[src/rtl/piso_if.sv]
// ---------------------------------------------------------------------------
// piso_if
//   Load handshake and serial-side signals of the parallel-in/serial-out
//   serializer, bundled so that producer and serializer share one port.
//
//   Signals
//     load_valid   producer offers parallel_in
//     load_ready   serializer can accept a word this cycle
//     parallel_in  WIDTH-bit word, sampled on accept
//     shift_en     bit-rate strobe; consumes the current serial bit
//     serial_out   current serial bit (registered)
//     serial_valid serial_out carries a frame bit
//     frame_start  1-cycle pulse: first bit of a frame is on serial_out
//     frame_done   1-cycle pulse: last bit of a frame is being consumed
//     busy         frame in progress (same as serial_valid)
//
//   Modports
//     master  producer / line driver side (drives load and strobe inputs)
//     slave   serializer side
// ---------------------------------------------------------------------------
interface piso_if #(
  parameter int unsigned WIDTH = 8
) ();

  logic             load_valid;
  logic             load_ready;
  logic [WIDTH-1:0] parallel_in;
  logic             shift_en;
  logic             serial_out;
  logic             serial_valid;
  logic             frame_start;
  logic             frame_done;
  logic             busy;

  modport master (
    output load_valid,
    output parallel_in,
    output shift_en,
    input  load_ready,
    input  serial_out,
    input  serial_valid,
    input  frame_start,
    input  frame_done,
    input  busy
  );

  modport slave (
    input  load_valid,
    input  parallel_in,
    input  shift_en,
    output load_ready,
    output serial_out,
    output serial_valid,
    output frame_start,
    output frame_done,
    output busy
  );

endinterface : piso_if

[src/rtl/piso_serializer.sv]
// ---------------------------------------------------------------------------
// piso_serializer
//   Parallel-in/serial-out shifter. A WIDTH-bit word is accepted over a
//   valid/ready handshake and presented one bit per shift_en strobe on a
//   registered serial_out. Back-to-back frames are supported: the next word
//   can be accepted in the same cycle the last bit is consumed, so the line
//   never shows an idle bit between frames.
//
//   Parameters
//     WIDTH       data bits per frame (>= 2)
//     MSB_FIRST   1: bit WIDTH-1 first, 0: bit 0 first
//     IDLE_LEVEL  serial_out level while no frame is active
//
//   Ports
//     clk         rising-edge clock
//     rst_n       asynchronous active-low reset
//     bus         piso_if.slave: load handshake, shift strobe, serial outputs
//
//   Build option
//     PISO_PARITY_EN  when defined, an even-parity bit (^word) follows the
//                     last data bit for one strobe; frame = WIDTH+1 strobes.
//                     When undefined there is no parity state or logic.
// ---------------------------------------------------------------------------
module piso_serializer #(
  parameter int unsigned WIDTH      = 8,
  parameter bit          MSB_FIRST  = 1'b1,
  parameter bit          IDLE_LEVEL = 1'b0
) (
  input  logic   clk,
  input  logic   rst_n,
  piso_if.slave  bus
);

  localparam int unsigned      CNT_W    = $clog2(WIDTH + 1);
  localparam logic [CNT_W-1:0] LAST_IDX = CNT_W'(WIDTH - 1);
  localparam logic [CNT_W-1:0] CNT_ONE  = CNT_W'(1);

`ifdef PISO_PARITY_EN
  typedef enum logic [1:0] {
    S_IDLE,
    S_SHIFT,
    S_PARITY
  } state_e;
`else
  typedef enum logic {
    S_IDLE,
    S_SHIFT
  } state_e;
`endif

  // -------------------------------------------------------------------------
  // State
  // -------------------------------------------------------------------------
  state_e             state_q,       state_d;
  logic [WIDTH-1:0]   shreg_q,       shreg_d;
  logic [CNT_W-1:0]   bit_cnt_q,     bit_cnt_d;
  logic               serial_out_q,  serial_out_d;
  logic               frame_start_q, frame_start_d;
`ifdef PISO_PARITY_EN
  logic               parity_q,      parity_d;
`endif

  // -------------------------------------------------------------------------
  // Handshake and frame-end decode
  // -------------------------------------------------------------------------
  logic             last_pending;
  logic             frame_done;
  logic             load_ready;
  logic             accept;
  logic             first_bit;
  logic             next_bit;
  logic [WIDTH-1:0] shreg_shifted;

  // The "last bit" of a frame is the final data bit, or the parity bit when
  // parity is built in. Consuming it ends the frame and opens the load window.
`ifdef PISO_PARITY_EN
  assign last_pending = (state_q == S_PARITY);
`else
  assign last_pending = (state_q == S_SHIFT) && (bit_cnt_q == LAST_IDX);
`endif

  assign frame_done = bus.shift_en & last_pending;
  // Ready in IDLE, or in the very cycle the last bit is consumed so that a
  // new word follows with no gap on the line.
  assign load_ready = (state_q == S_IDLE) | frame_done;
  assign accept     = bus.load_valid & load_ready;

  // shreg_q always holds the bit on serial_out at the outgoing end, so the
  // bit after it is one position further in.
  assign first_bit     = MSB_FIRST ? bus.parallel_in[WIDTH-1] : bus.parallel_in[0];
  assign next_bit      = MSB_FIRST ? shreg_q[WIDTH-2] : shreg_q[1];
  assign shreg_shifted = MSB_FIRST ? {shreg_q[WIDTH-2:0], 1'b0}
                                   : {1'b0, shreg_q[WIDTH-1:1]};

  // -------------------------------------------------------------------------
  // Next-state / datapath
  // -------------------------------------------------------------------------
  always_comb begin
    // NOTE: every variable gets a default before any branch; a path that
    // leaves one unassigned would infer a latch.
    state_d       = state_q;
    shreg_d       = shreg_q;
    bit_cnt_d     = bit_cnt_q;
    serial_out_d  = serial_out_q;
    frame_start_d = 1'b0;
`ifdef PISO_PARITY_EN
    parity_d      = parity_q;
`endif

    if (accept) begin
      // Accept has priority over frame end: this is the back-to-back reload.
      state_d       = S_SHIFT;
      shreg_d       = bus.parallel_in;
      bit_cnt_d     = '0;
      serial_out_d  = first_bit;
      frame_start_d = 1'b1;
`ifdef PISO_PARITY_EN
      parity_d      = ^bus.parallel_in;
`endif
    end else if (frame_done) begin
      state_d      = S_IDLE;
      serial_out_d = IDLE_LEVEL;
    end else if ((state_q == S_SHIFT) && bus.shift_en) begin
`ifdef PISO_PARITY_EN
      if (bit_cnt_q == LAST_IDX) begin
        state_d      = S_PARITY;
        serial_out_d = parity_q;
        bit_cnt_d    = bit_cnt_q + CNT_ONE;
      end else begin
        shreg_d      = shreg_shifted;
        serial_out_d = next_bit;
        bit_cnt_d    = bit_cnt_q + CNT_ONE;
      end
`else
      // The last data bit is handled by the frame_done branch, so here the
      // counter stays below WIDTH-1 before incrementing and cannot wrap.
      shreg_d      = shreg_shifted;
      serial_out_d = next_bit;
      bit_cnt_d    = bit_cnt_q + CNT_ONE;
`endif
    end
  end

  // -------------------------------------------------------------------------
  // Registers
  // -------------------------------------------------------------------------
  // NOTE: the shift register is a handful of flops rather than a memory, so
  // it is reset with everything else; the reset value is observable state.
  always_ff @(posedge clk or negedge rst_n) begin
    if (!rst_n) begin
      state_q       <= S_IDLE;
      shreg_q       <= '0;
      bit_cnt_q     <= '0;
      serial_out_q  <= IDLE_LEVEL;
      frame_start_q <= 1'b0;
`ifdef PISO_PARITY_EN
      parity_q      <= 1'b0;
`endif
    end else begin
      // NOTE: non-blocking assignments so every flop samples the values from
      // before this edge, independent of statement order.
      state_q       <= state_d;
      shreg_q       <= shreg_d;
      bit_cnt_q     <= bit_cnt_d;
      serial_out_q  <= serial_out_d;
      frame_start_q <= frame_start_d;
`ifdef PISO_PARITY_EN
      parity_q      <= parity_d;
`endif
    end
  end

  // -------------------------------------------------------------------------
  // Outputs
  // -------------------------------------------------------------------------
  assign bus.load_ready   = load_ready;
  assign bus.serial_out   = serial_out_q;
  assign bus.serial_valid = (state_q != S_IDLE);
  assign bus.busy         = (state_q != S_IDLE);
  assign bus.frame_start  = frame_start_q;
  assign bus.frame_done   = frame_done;

  // -------------------------------------------------------------------------
  // Design assertions
  // -------------------------------------------------------------------------
`ifndef SYNTHESIS
  // The bit counter tops out at WIDTH (parity bit) and never wraps.
  a_cnt_range : assert property (@(posedge clk) disable iff (!rst_n)
    bit_cnt_q <= CNT_W'(WIDTH));

  // A frame can only end while one is in progress.
  a_done_busy : assert property (@(posedge clk) disable iff (!rst_n)
    frame_done |-> (state_q != S_IDLE));

  // frame_start always marks a cycle that carries frame bit 0.
  a_start_cnt : assert property (@(posedge clk) disable iff (!rst_n)
    frame_start_q |-> ((state_q == S_SHIFT) && (bit_cnt_q == '0)));
`endif

endmodule : piso_serializer
[src/flat_wrapper.sv]
// flat-port wrapper written by rule: the top's interface ports become plain ports
module piso_serializer_flat 
#(
  parameter int unsigned WIDTH      = 8,
  parameter bit          MSB_FIRST  = 1'b1,
  parameter bit          IDLE_LEVEL = 1'b0
)
  (clk, rst_n, bus_load_valid, bus_parallel_in, bus_shift_en, bus_load_ready, bus_serial_out, bus_serial_valid, bus_frame_start, bus_frame_done, bus_busy);
  piso_if #(.WIDTH(WIDTH)) bus_i ();
  input  logic clk;
  input  logic rst_n;
  input wire logic [$bits(bus_i.load_valid)-1:0] bus_load_valid;
  input wire logic [$bits(bus_i.parallel_in)-1:0] bus_parallel_in;
  input wire logic [$bits(bus_i.shift_en)-1:0] bus_shift_en;
  output wire logic [$bits(bus_i.load_ready)-1:0] bus_load_ready;
  output wire logic [$bits(bus_i.serial_out)-1:0] bus_serial_out;
  output wire logic [$bits(bus_i.serial_valid)-1:0] bus_serial_valid;
  output wire logic [$bits(bus_i.frame_start)-1:0] bus_frame_start;
  output wire logic [$bits(bus_i.frame_done)-1:0] bus_frame_done;
  output wire logic [$bits(bus_i.busy)-1:0] bus_busy;
  assign bus_i.load_valid = bus_load_valid;
  assign bus_i.parallel_in = bus_parallel_in;
  assign bus_i.shift_en = bus_shift_en;
  assign bus_load_ready = bus_i.load_ready;
  assign bus_serial_out = bus_i.serial_out;
  assign bus_serial_valid = bus_i.serial_valid;
  assign bus_frame_start = bus_i.frame_start;
  assign bus_frame_done = bus_i.frame_done;
  assign bus_busy = bus_i.busy;
  piso_serializer #(.WIDTH(WIDTH), .MSB_FIRST(MSB_FIRST), .IDLE_LEVEL(IDLE_LEVEL)) u_core (.clk(clk), .rst_n(rst_n), .bus(bus_i));
endmodule
[config.mk]
export PLATFORM = sky130hd
export DESIGN_NAME = piso_serializer_flat
export DESIGN_NICKNAME = d
export VERILOG_FILES = /design/src/rtl/piso_if.sv /design/src/rtl/piso_serializer.sv /design/src/flat_wrapper.sv
export SDC_FILE = /design/constraint.sdc
export NUM_CORES = 1
export LEC_CHECK = 0
export ABC_AREA = 1
export BUFFER_PORTS_ARGS = -buffer_cell sky130_fd_sc_hd__buf_2
export CORE_MARGIN = 3
export CORE_UTILIZATION = 52
export CTS_BUF_LIST = sky130_fd_sc_hd__clkbuf_8
export DETAILED_ROUTE_END_ITERATION = 7
export PLACE_DENSITY = 0.78
export SLEW_MARGIN = 10
export SYNTH_ARGS = -nofsm -noshare
export SYNTH_HDL_FRONTEND = slang
export SYNTH_SLANG_ARGS = --single-unit
[constraint.sdc]
create_clock -name clk -period 4.05 [get_ports clk]
set_input_delay 1.215 -clock clk [delete_from_list [all_inputs] [get_ports clk]]
set_output_delay 1.215 -clock clk [all_outputs]
set_load 0.01 [all_outputs]
### After elaboration in Yosys (flattened, before gate mapping)

Cells that the tools add are included.

| operators by class | value |
|---|---|
| reduce and logical (&&, ||, !) cells | 6 |
| multiplexer cells | 12 |
| bitwise logic cells | 4 |
| add/sub/neg operators | 1 |
| equality and inequality tests | 2 |

Operator list:

| operator | count |
|---|---|
| $mux 7 | 3 |
| $mux 4 | 3 |
| $mux 1 | 6 |
| $add 4x1->4 const B | 1 |
| $eq 4x3->1 const B | 1 |
| $reduce_bool 2->1 | 2 |
| $reduce_bool 3->1 | 1 |
| $and 1x1->1 | 2 |
| $logic_and 1x1->1 | 2 |
| $ne 2x2->1 const B | 1 |
| $reduce_and 2->1 | 1 |
| $not 1->1 | 1 |
| $or 1x1->1 | 1 |

| storage, ports and cells | value |
|---|---|
| flip-flop bits (word level) | 14 |
| word-level logic and storage cells | 30 |
| output and inout bits | 6 |
| input bits | 12 |

### Logic depth before layout (Yosys ltp)

Gate-level depths: netlist of the first run.

| logic depth | value |
|---|---|
| word-level depth | 7 |
| depth in mapped cells | 9 |
| gate-level depth less buffers | 9 |

### Worst setup path after synthesis of the first run

No wires, ideal clock.

| timing path | value |
|---|---|
| path type | input port to output port |
| start point | input port bus_shift_en |
| end point | output port bus_load_ready |
| path buffers | 0 |
| required time | 2.835 ns |
| stages | 4 |
| arrival | 1.539 ns |
| path slack | 1.296 ns |
| cell sequence | nand2_2 -> inv_2 -> nand2_1 -> nand2_4 |

| on the way | value |
|---|---|
| longest elaborated chain between the ends | 2 |

RTL lines:

| item | line | RTL |
|---|---|---|
| start, declared | flat_wrapper.sv:14 | `input wire logic [$bits(bus_i.shift_en)-1:0] bus_shift_en;` |
| $and 1x1->1 | piso_serializer.sv:82 | `assign frame_done = bus.shift_en & last_pending;` |
| $or 1x1->1 | piso_serializer.sv:85 | `assign load_ready = (state_q == S_IDLE) \| frame_done;` |
| end, declared | flat_wrapper.sv:15 | `output wire logic [$bits(bus_i.load_ready)-1:0] bus_load_ready;` |

Every way passes these cells.

### Final worst setup path of the first run

Ends and elaborated chain as after synthesis.

==> implementation parameters, run 1 <==
Parameter                              Value

Run status
  Outcome    complete, no violations

Logic synthesis
  Area of the mapped netlist    738 sq um
  Net count of the mapped netlist    100
  Cell count after synthesis    87
  Unique cell type count in the Yosys netlist    18
  YS warnings    0
  Register bit total from synthesis    14
  Average cell area after synthesis    approximately 8.5 sq um
  Portion of the post-synthesis area used by sequential elements    47.5%

Timing
  Share of the clock period used by the worst path after layout    77.9%
  Max Slew Vio Count    0
  Setup Skew    0.00615 ns
  Hold violation total from the final report    0
  Unrepaired setup endpoints after global routing    false
  Fin Setup TNS    0 ns
  Min Clock Period, post-route    3.16 ns
  Pin slew with the least headroom to its limit    about 0.3 ns
  Total of endpoints with negative setup slack in the final report    0
  Fmax    between 300 and 400 MHz
  Relative slew margins    about four fifths

Power and ir drop
  Cell area power density    slightly below 600 nW/um^2
  Max IR drop VDD    0.400 mV
  Relative contribution of the clock network to total power    between 20% and 30%
  Switching Share    approximately 34%
  Leakage power of the design    0.000476 uW
  Sequential fraction of design power    around 48%
  Psw    around 170 uW
  Internal power of the cells    roughly 320 uW
  Comb power frac    approximately 31%

Routing
  Wire length after detailed routing    around 1300 um
  Final antenna-violating net count    0
  Routed via count divided by cell count    between 5 and 6
  Drt first pass iters    4
  Number of vias after detailed routing    roughly 590
  Number of DRC markers in iteration 0    8
  Routed len/inst    11.1 um
  Remaining routing DRC violations    0

Run
  Max-cap violation count    0

Cells and area
  Total non-filler cell area in the finished layout    about 840 sq um
  Area Growth Syn to Fin    13.6%
  Nets    118
  Final-layout fill cell count    96
  Share of layout cells above drive strength 1    28.2%
  Number of diodes added for antenna fixing    0

Clocking
  H-Tree Level Count    1
  Hold bufs inserted after CTS    0
  Number of clock sinks seen by CTS    14
  CTS tree    done
  Number of CTS-inserted buffers    3
  Clock buffer depth    2
  Post CTS Setup Buffer Count    0
  Clock input transition at the sequential cells of the worst setup and hold paths    0.05 ns
  Post-cts resize count    0
  CTS root buffer    sky130_fd_sc_hd__clkbuf_8
  Skew-Pair Late Insertion Delay    between 0.2 and 0.25 ns

Critical path
  Kind of end point of the critical path    primary output
  Required @ worst endpoint    about 2.8 ns
  Largest fanout on the critical path    11
  Critical path class    input port to primary output
  Register-to-register setup slack    2.60 ns
  Start of the worst register-to-register path    u_core.bit_cnt_q[0]
  Kind of start point of the critical path    input port
  Signal arrival time at the worst endpoint    around 1.9 ns
  Logic depth of the worst register-to-register path    8
  Worst R2R End    u_core.bit_cnt_q[3]

Place
  Detailed placement HPWL    between 1000 and 1500 um
  Placed standard-cell area    approximately 800 sq um
  Gp weighted congestion    between 0.8 and 0.9
  IO buf count    17

Floorplan
  Placeable core region    between 1000 and 1500 sq um
  Die Y-Extent    between 40 and 50 um
  Placement row count    12
  DIE WIDTH    between 40 and 50 um
  Initial core utilization    60.7%
  Die outline area    ~1900 sq um
  I/O pin count    18

GRT
  Via count of the first global-routing pass    roughly 550
  Largest net degree at the start of global routing    15
  Global-route wire length before repair    between 2000 and 2500 um
  Total global routing track utilization    ~16%
  Final global-route overflow total    0
  Antenna violations before repair    0

Worst hold path
  Worst hold path endpoint    u_core.shreg_q[0]
  Cell depth of the worst min-delay path    2
  Startpoint of the lowest-slack hold path    u_core.shreg_q[0]
  Path type of the worst min-delay path    register to register
[logic make-up (layout without fill, tap and decap cells)]
| kind of cell | count (synthesis) | after routing | share of synthesized area, % |
|---|---|---|---|
| buffers and inverters | 13 | 29 | 10.7 |
| adder cells (fa/ha/maj) | 1 | 1 | 1.69 |
| flip-flops | 14 | 14 | 47.5 |
| AO/OA/AOI/OAI | 3 | 3 | 2.37 |
| AND/OR/NAND/NOR | 55 | 55 | 36.6 |
| XOR/XNOR | 1 | 1 | 1.19 |
[cells in the mapped netlist]
| cell type | n | area (sq um) |
|---|---|---|
| sky130_fd_sc_hd__nand3_1 | 24 | 120 |
| sky130_fd_sc_hd__nand2_1 | 23 | 86.3 |
| sky130_fd_sc_hd__dfrtp_1 | 14 | 350 |
| sky130_fd_sc_hd__inv_1 | 7 | 26.3 |
| sky130_fd_sc_hd__nand2_2 | 3 | 18.8 |
| sky130_fd_sc_hd__a21oi_1 | 2 | 10.0 |
| sky130_fd_sc_hd__buf_6 | 2 | 22.5 |
| sky130_fd_sc_hd__nand2_4 | 2 | 22.5 |
| sky130_fd_sc_hd__buf_4 | 1 | 7.51 |
| sky130_fd_sc_hd__clkbuf_8 | 1 | 13.8 |
| sky130_fd_sc_hd__clkinv_2 | 1 | 5.00 |
| sky130_fd_sc_hd__ha_1 | 1 | 12.5 |
| sky130_fd_sc_hd__inv_2 | 1 | 3.75 |
| sky130_fd_sc_hd__nand3_2 | 1 | 10.0 |
| sky130_fd_sc_hd__nand4_1 | 1 | 6.26 |
| sky130_fd_sc_hd__nor2_2 | 1 | 6.26 |
| sky130_fd_sc_hd__o21a_1 | 1 | 7.51 |
| sky130_fd_sc_hd__xor2_1 | 1 | 8.76 |
[power groups by stage]
| stage | registers (uW) | clock network (uW) | logic [uW] |
|---|---|---|---|
| 2_1_floorplan | 230 | 0 | 120 |
| 3_3_place_gp | 233 | 0 | 149 |
| 3_5_place_dp | 235 | 0 | 153 |
| 4_1_cts | 233 | 110 | 153 |
| 5_1_grt | 242 | 116 | 173 |
| 6_report | 233 | 107 | 151 |
[per-layer routing]
layer | share of wire [%] | vias to the layer above | global-route usage [%] | wire, um
met3 | 7.5 | 4 | 7.47 | 97
met4 | 1.8 | 0 | 5.42 | 23
met2 | 46 | 16 | 23.3 | 590
met1 | 45 | 258 | 20.4 | 584
met5 | 0 | - | 0 | 0
li1 | - | 315 | - | -
[flip-flops by register name (all words and copies together) (netlist names)]
register                cells
u_core.bus.busy             1
u_core.bus.frame_start      1
u_core.shreg_q              7
u_core.bit_cnt_q            4
u_core.bus.serial_out       1
[metrics by stage]
| stage | worst slack, ns | utilization [%] | hold WS [ns] | total power [uW] | instances |
|---|---|---|---|---|---|
| floorplan | 1.30 | - | 0.450 | 350 | 87 |
| global placement | 0.922 | 65.5 | 0.472 | 383 | 114 |
| CTS | 0.884 | 68.9 | 0.486 | 496 | 117 |
| global route | 0.835 | 68.9 | 0.515 | 531 | 117 |
| finish | 0.893 | 68.9 | 0.484 | 491 | 117 |
| detailed placement | 0.886 | 65.5 | 0.473 | 387 | 114 |
[worst max path at each step]
stage	startpoint	to	slack [ns]
floorplan	bus_shift_en	bus_load_ready	1.30
global placement	bus_shift_en	bus_load_ready	0.92
detailed placement	bus_shift_en	bus_load_ready	0.89
CTS	bus_shift_en	bus_load_ready	0.88
global route	bus_shift_en	bus_load_ready	0.84
finish	bus_shift_en	bus_load_ready	0.89
[worst max-delay path, stage by stage]
cell,delay (ns)
sky130_fd_sc_hd__buf_2,0.09
sky130_fd_sc_hd__nand2_2,0.06
sky130_fd_sc_hd__inv_2,0.16
sky130_fd_sc_hd__nand2_1,0.13
sky130_fd_sc_hd__nand2_4,0.13
sky130_fd_sc_hd__buf_2,0.15
[cell usage in the layout (no fill, tap or decap)]
master,count
sky130_fd_sc_hd__nand3_1,24
sky130_fd_sc_hd__nand2_1,23
sky130_fd_sc_hd__buf_2,17
sky130_fd_sc_hd__dfrtp_1,14
sky130_fd_sc_hd__inv_1,7
sky130_fd_sc_hd__nand2_2,3
sky130_fd_sc_hd__clkbuf_8,3
sky130_fd_sc_hd__nand2_4,2
sky130_fd_sc_hd__a21oi_1,2
sky130_fd_sc_hd__nor2_2,1
sky130_fd_sc_hd__inv_2,1
sky130_fd_sc_hd__clkinv_2,1
sky130_fd_sc_hd__nand3_2,1
sky130_fd_sc_hd__o21a_1,1
sky130_fd_sc_hd__xor2_1,1
sky130_fd_sc_hd__nand4_1,1
sky130_fd_sc_hd__ha_1,1
[final cells by class]
class | instances | area, sq um | area share (%)
Multi-Input combinational cell | 60 | 309 | 36.9
Timing Repair Buffer | 17 | 85.1 | 10.1
Inverter | 9 | 35.0 | 4.18
Sequential cell | 14 | 350 | 41.8
Clock buffer | 3 | 41.3 | 4.93
Tap cell | 14 | 17.5 | 2.09
Note: power is estimated with default switching activity, not from simulation.
==> run 2, diff against run 1 <==
CORE_UTILIZATION = 48   (was 52)
PLACE_DENSITY = 0.76   (was 0.78)
clock period = 2.7 ns   (was 4.05 ns; I/O delays follow)
==> run 2 against run 1 <==
Largest cell class unchanged. Sequential share of layout area down 0.062 points. Cell count is 0.85% higher. Critical endpoint unchanged. Critical path type unchanged. First-iteration DRC count grew 25%. Largest power group unchanged. Die area grew 7.2%.
==> implementation parameters, run 2 (synthesis results as in run 1) <==
Parameter                              Value

Clocking
  Post-cts resize count    0 (unchanged)
  Hold bufs inserted after CTS    0 (unchanged)
  Number of clock sinks seen by CTS    14 (unchanged)
  Skew-Pair Late Insertion Delay    0.24 ns (about the same)
  Clock input transition at the sequential cells of the worst setup and hold paths    0.05 ns (about the same)
  CTS root buffer    sky130_fd_sc_hd__clkbuf_8
  CTS tree    done
  Number of CTS-inserted buffers    3 (unchanged)
  Clock buffer depth    2 (unchanged)
  H-Tree Level Count    1 (unchanged)
  Post CTS Setup Buffer Count    0 (unchanged)

GRT
  Largest net degree at the start of global routing    15 (unchanged)
  Antenna violations before repair    0 (unchanged)
  Via count of the first global-routing pass    580 (+5.8%)
  Final global-route overflow total    0 (unchanged)
  Global-route wire length before repair    2420 um (+11%)
  Total global routing track utilization    16.6% (+0.75 points)

Routing
  Drt first pass iters    4 (unchanged)
  Remaining routing DRC violations    0 (unchanged)
  Routed len/inst    11.9 um (+7.4%)
  Routed via count divided by cell count    5.21 (+2.8%)
  Number of vias after detailed routing    615 (+3.7%)
  Wire length after detailed routing    1400 um (+8.3%)
  Final antenna-violating net count    0 (unchanged)
  Number of DRC markers in iteration 0    10 (+2)

Floorplan
  Placeable core region    1370 sq um (+12%)
  Die outline area    2040 sq um (+7.2%)
  Die Y-Extent    45.2 um (+3.5%)
  DIE WIDTH    45.2 um (+3.5%)
  I/O pin count    18 (unchanged)
  Placement row count    13 (+1)
  Initial core utilization    54.0% (-6.7 points)

Timing
  Pin slew with the least headroom to its limit    0.306 ns (+0.00664 ns)
  Share of the clock period used by the worst path after layout    about 86%
  Total of endpoints with negative setup slack in the final report    0 (unchanged)
  Max Slew Vio Count    0 (unchanged)
  Min Clock Period, post-route    2.33 ns
  Unrepaired setup endpoints after global routing    false
  Fmax    about 430 MHz
  Setup Skew    0.00338 ns (-0.00276 ns)
  Fin Setup TNS    0 ns (unchanged)
  Relative slew margins    79.6% (-0.44 points)
  Hold violation total from the final report    0 (unchanged)

Critical path
  Signal arrival time at the worst endpoint    1.52 ns (-0.42 ns)
  Kind of end point of the critical path    primary output
  Start of the worst register-to-register path    u_core.bit_cnt_q[0]
  Required @ worst endpoint    1.89 ns (-0.94 ns)
  Critical path class    input port to primary output
  Worst setup path endpoint    bus_load_ready
  Kind of start point of the critical path    input port
  Worst R2R End    u_core.bit_cnt_q[3]
  Logic depth of the worst register-to-register path    8 (unchanged)
  Worst setup path startpoint    bus_shift_en
  Largest fanout on the critical path    11 (unchanged)
  Register-to-register setup slack    1.24 ns (-1.36 ns)

Cells and area
  Final-layout fill cell count    125 (+30%)
  Registers with the most flip-flops    u_core.shreg_q: 7 flops, u_core.bit_cnt_q: 4 flops
  Core Util, Final    61.4% (-7.5 points)
  Number of diodes added for antenna fixing    0 (unchanged)
  Area Growth Syn to Fin    13.7%
  Most flops, register    u_core.shreg_q
  Highest-count cells in the layout ignoring fill and taps    sky130_fd_sc_hd__nand3_1, sky130_fd_sc_hd__nand2_1, sky130_fd_sc_hd__buf_2
  Most frequent standard cell in the layout excluding fill and tap cells    sky130_fd_sc_hd__nand3_1
  Share of layout cells above drive strength 1    28.2% (unchanged)
  Total non-filler cell area in the finished layout    840 sq um (+0.15%)
  Final cell count without fillers    118 (+0.85%)
  Nets    118 (unchanged)
  Max reg flops    7 (unchanged)

Power and ir drop
  Leakage power of the design    0.000476 uW (unchanged)
  Max IR drop VDD    0.552 mV (+38%)
  Total power    745 uW (+52%)
  Cell area power density    887 nW/um^2 (+52%)

Place
  Placed standard-cell area    798 sq um (+0.16%)
  DP Cell Count    115 (+0.88%)
  Gp weighted congestion    0.860 (+5.4%)
  IO buf count    17 (unchanged)
  Detailed placement HPWL    1040 um (+2.9%)

Worst hold path
  Path type of the worst min-delay path    input port to async pin

Run
  Max-cap violation count    0 (unchanged)

Run status
  Outcome    complete, no violations
[run 2: cell counts in the layout (fill, tap and decap cells not counted)]
No cell type changed its count.
[run 2: worst max-delay path: stages]
cell and delay [ns]:
sky130_fd_sc_hd__buf_2 0.08, sky130_fd_sc_hd__nand2_2 0.06, sky130_fd_sc_hd__inv_2 0.16, sky130_fd_sc_hd__nand2_1 0.13
sky130_fd_sc_hd__nand2_4 0.13, sky130_fd_sc_hd__buf_2 0.15
[run 2: metal layers]
| layer | track usage, % | wire length (um) | vias up |
|---|---|---|---|
| li1 | - | - | 315 |
| met2 | 27.1 | 679 | 19 |
| met5 | 0 | 0 | - |
| met3 | 4.78 | 100 | 2 |
| met1 | 19.8 | 612 | 279 |
| met4 | 8.19 | 11 | 0 |
[run 2: worst min path at each step]
stage | slack, ns | endpoint
6_report | 0.45 | u_core.bit_cnt_q[2]
5_1_grt | 0.47 | u_core.bus.busy
4_1_cts | 0.47 | u_core.bit_cnt_q[2]
3_5_place_dp | 0.47 | u_core.shreg_q[0]
3_3_place_gp | 0.47 | u_core.shreg_q[0]
2_1_floorplan | 0.45 | u_core.shreg_q[0]
[run 2: cell type report]
class | instances | area (sq um) | share of cell area [%]
sequential | 14 | 350 | 41.7
multi-input combinational | 60 | 309 | 36.8
timing repair buffer | 17 | 85.1 | 10.1
clock buffer | 3 | 41.3 | 4.92
inverter | 9 | 35.0 | 4.17
tap | 15 | 18.8 | 2.24
[run 2: stage by stage]
stage | setup slack [ns] | hold WS, ns
CTS | 0.370 | 0.467
global route | 0.288 | 0.474
finish | 0.371 | 0.453
floorplan | 0.756 | 0.450
detailed placement | 0.366 | 0.470
global placement | 0.388 | 0.473
[run 2: power breakdown]
part	internal [uW]	switching, uW
Combinational	97.8	132
Sequential	287	64.7
Clock	98.3	65.2
Total	483	262
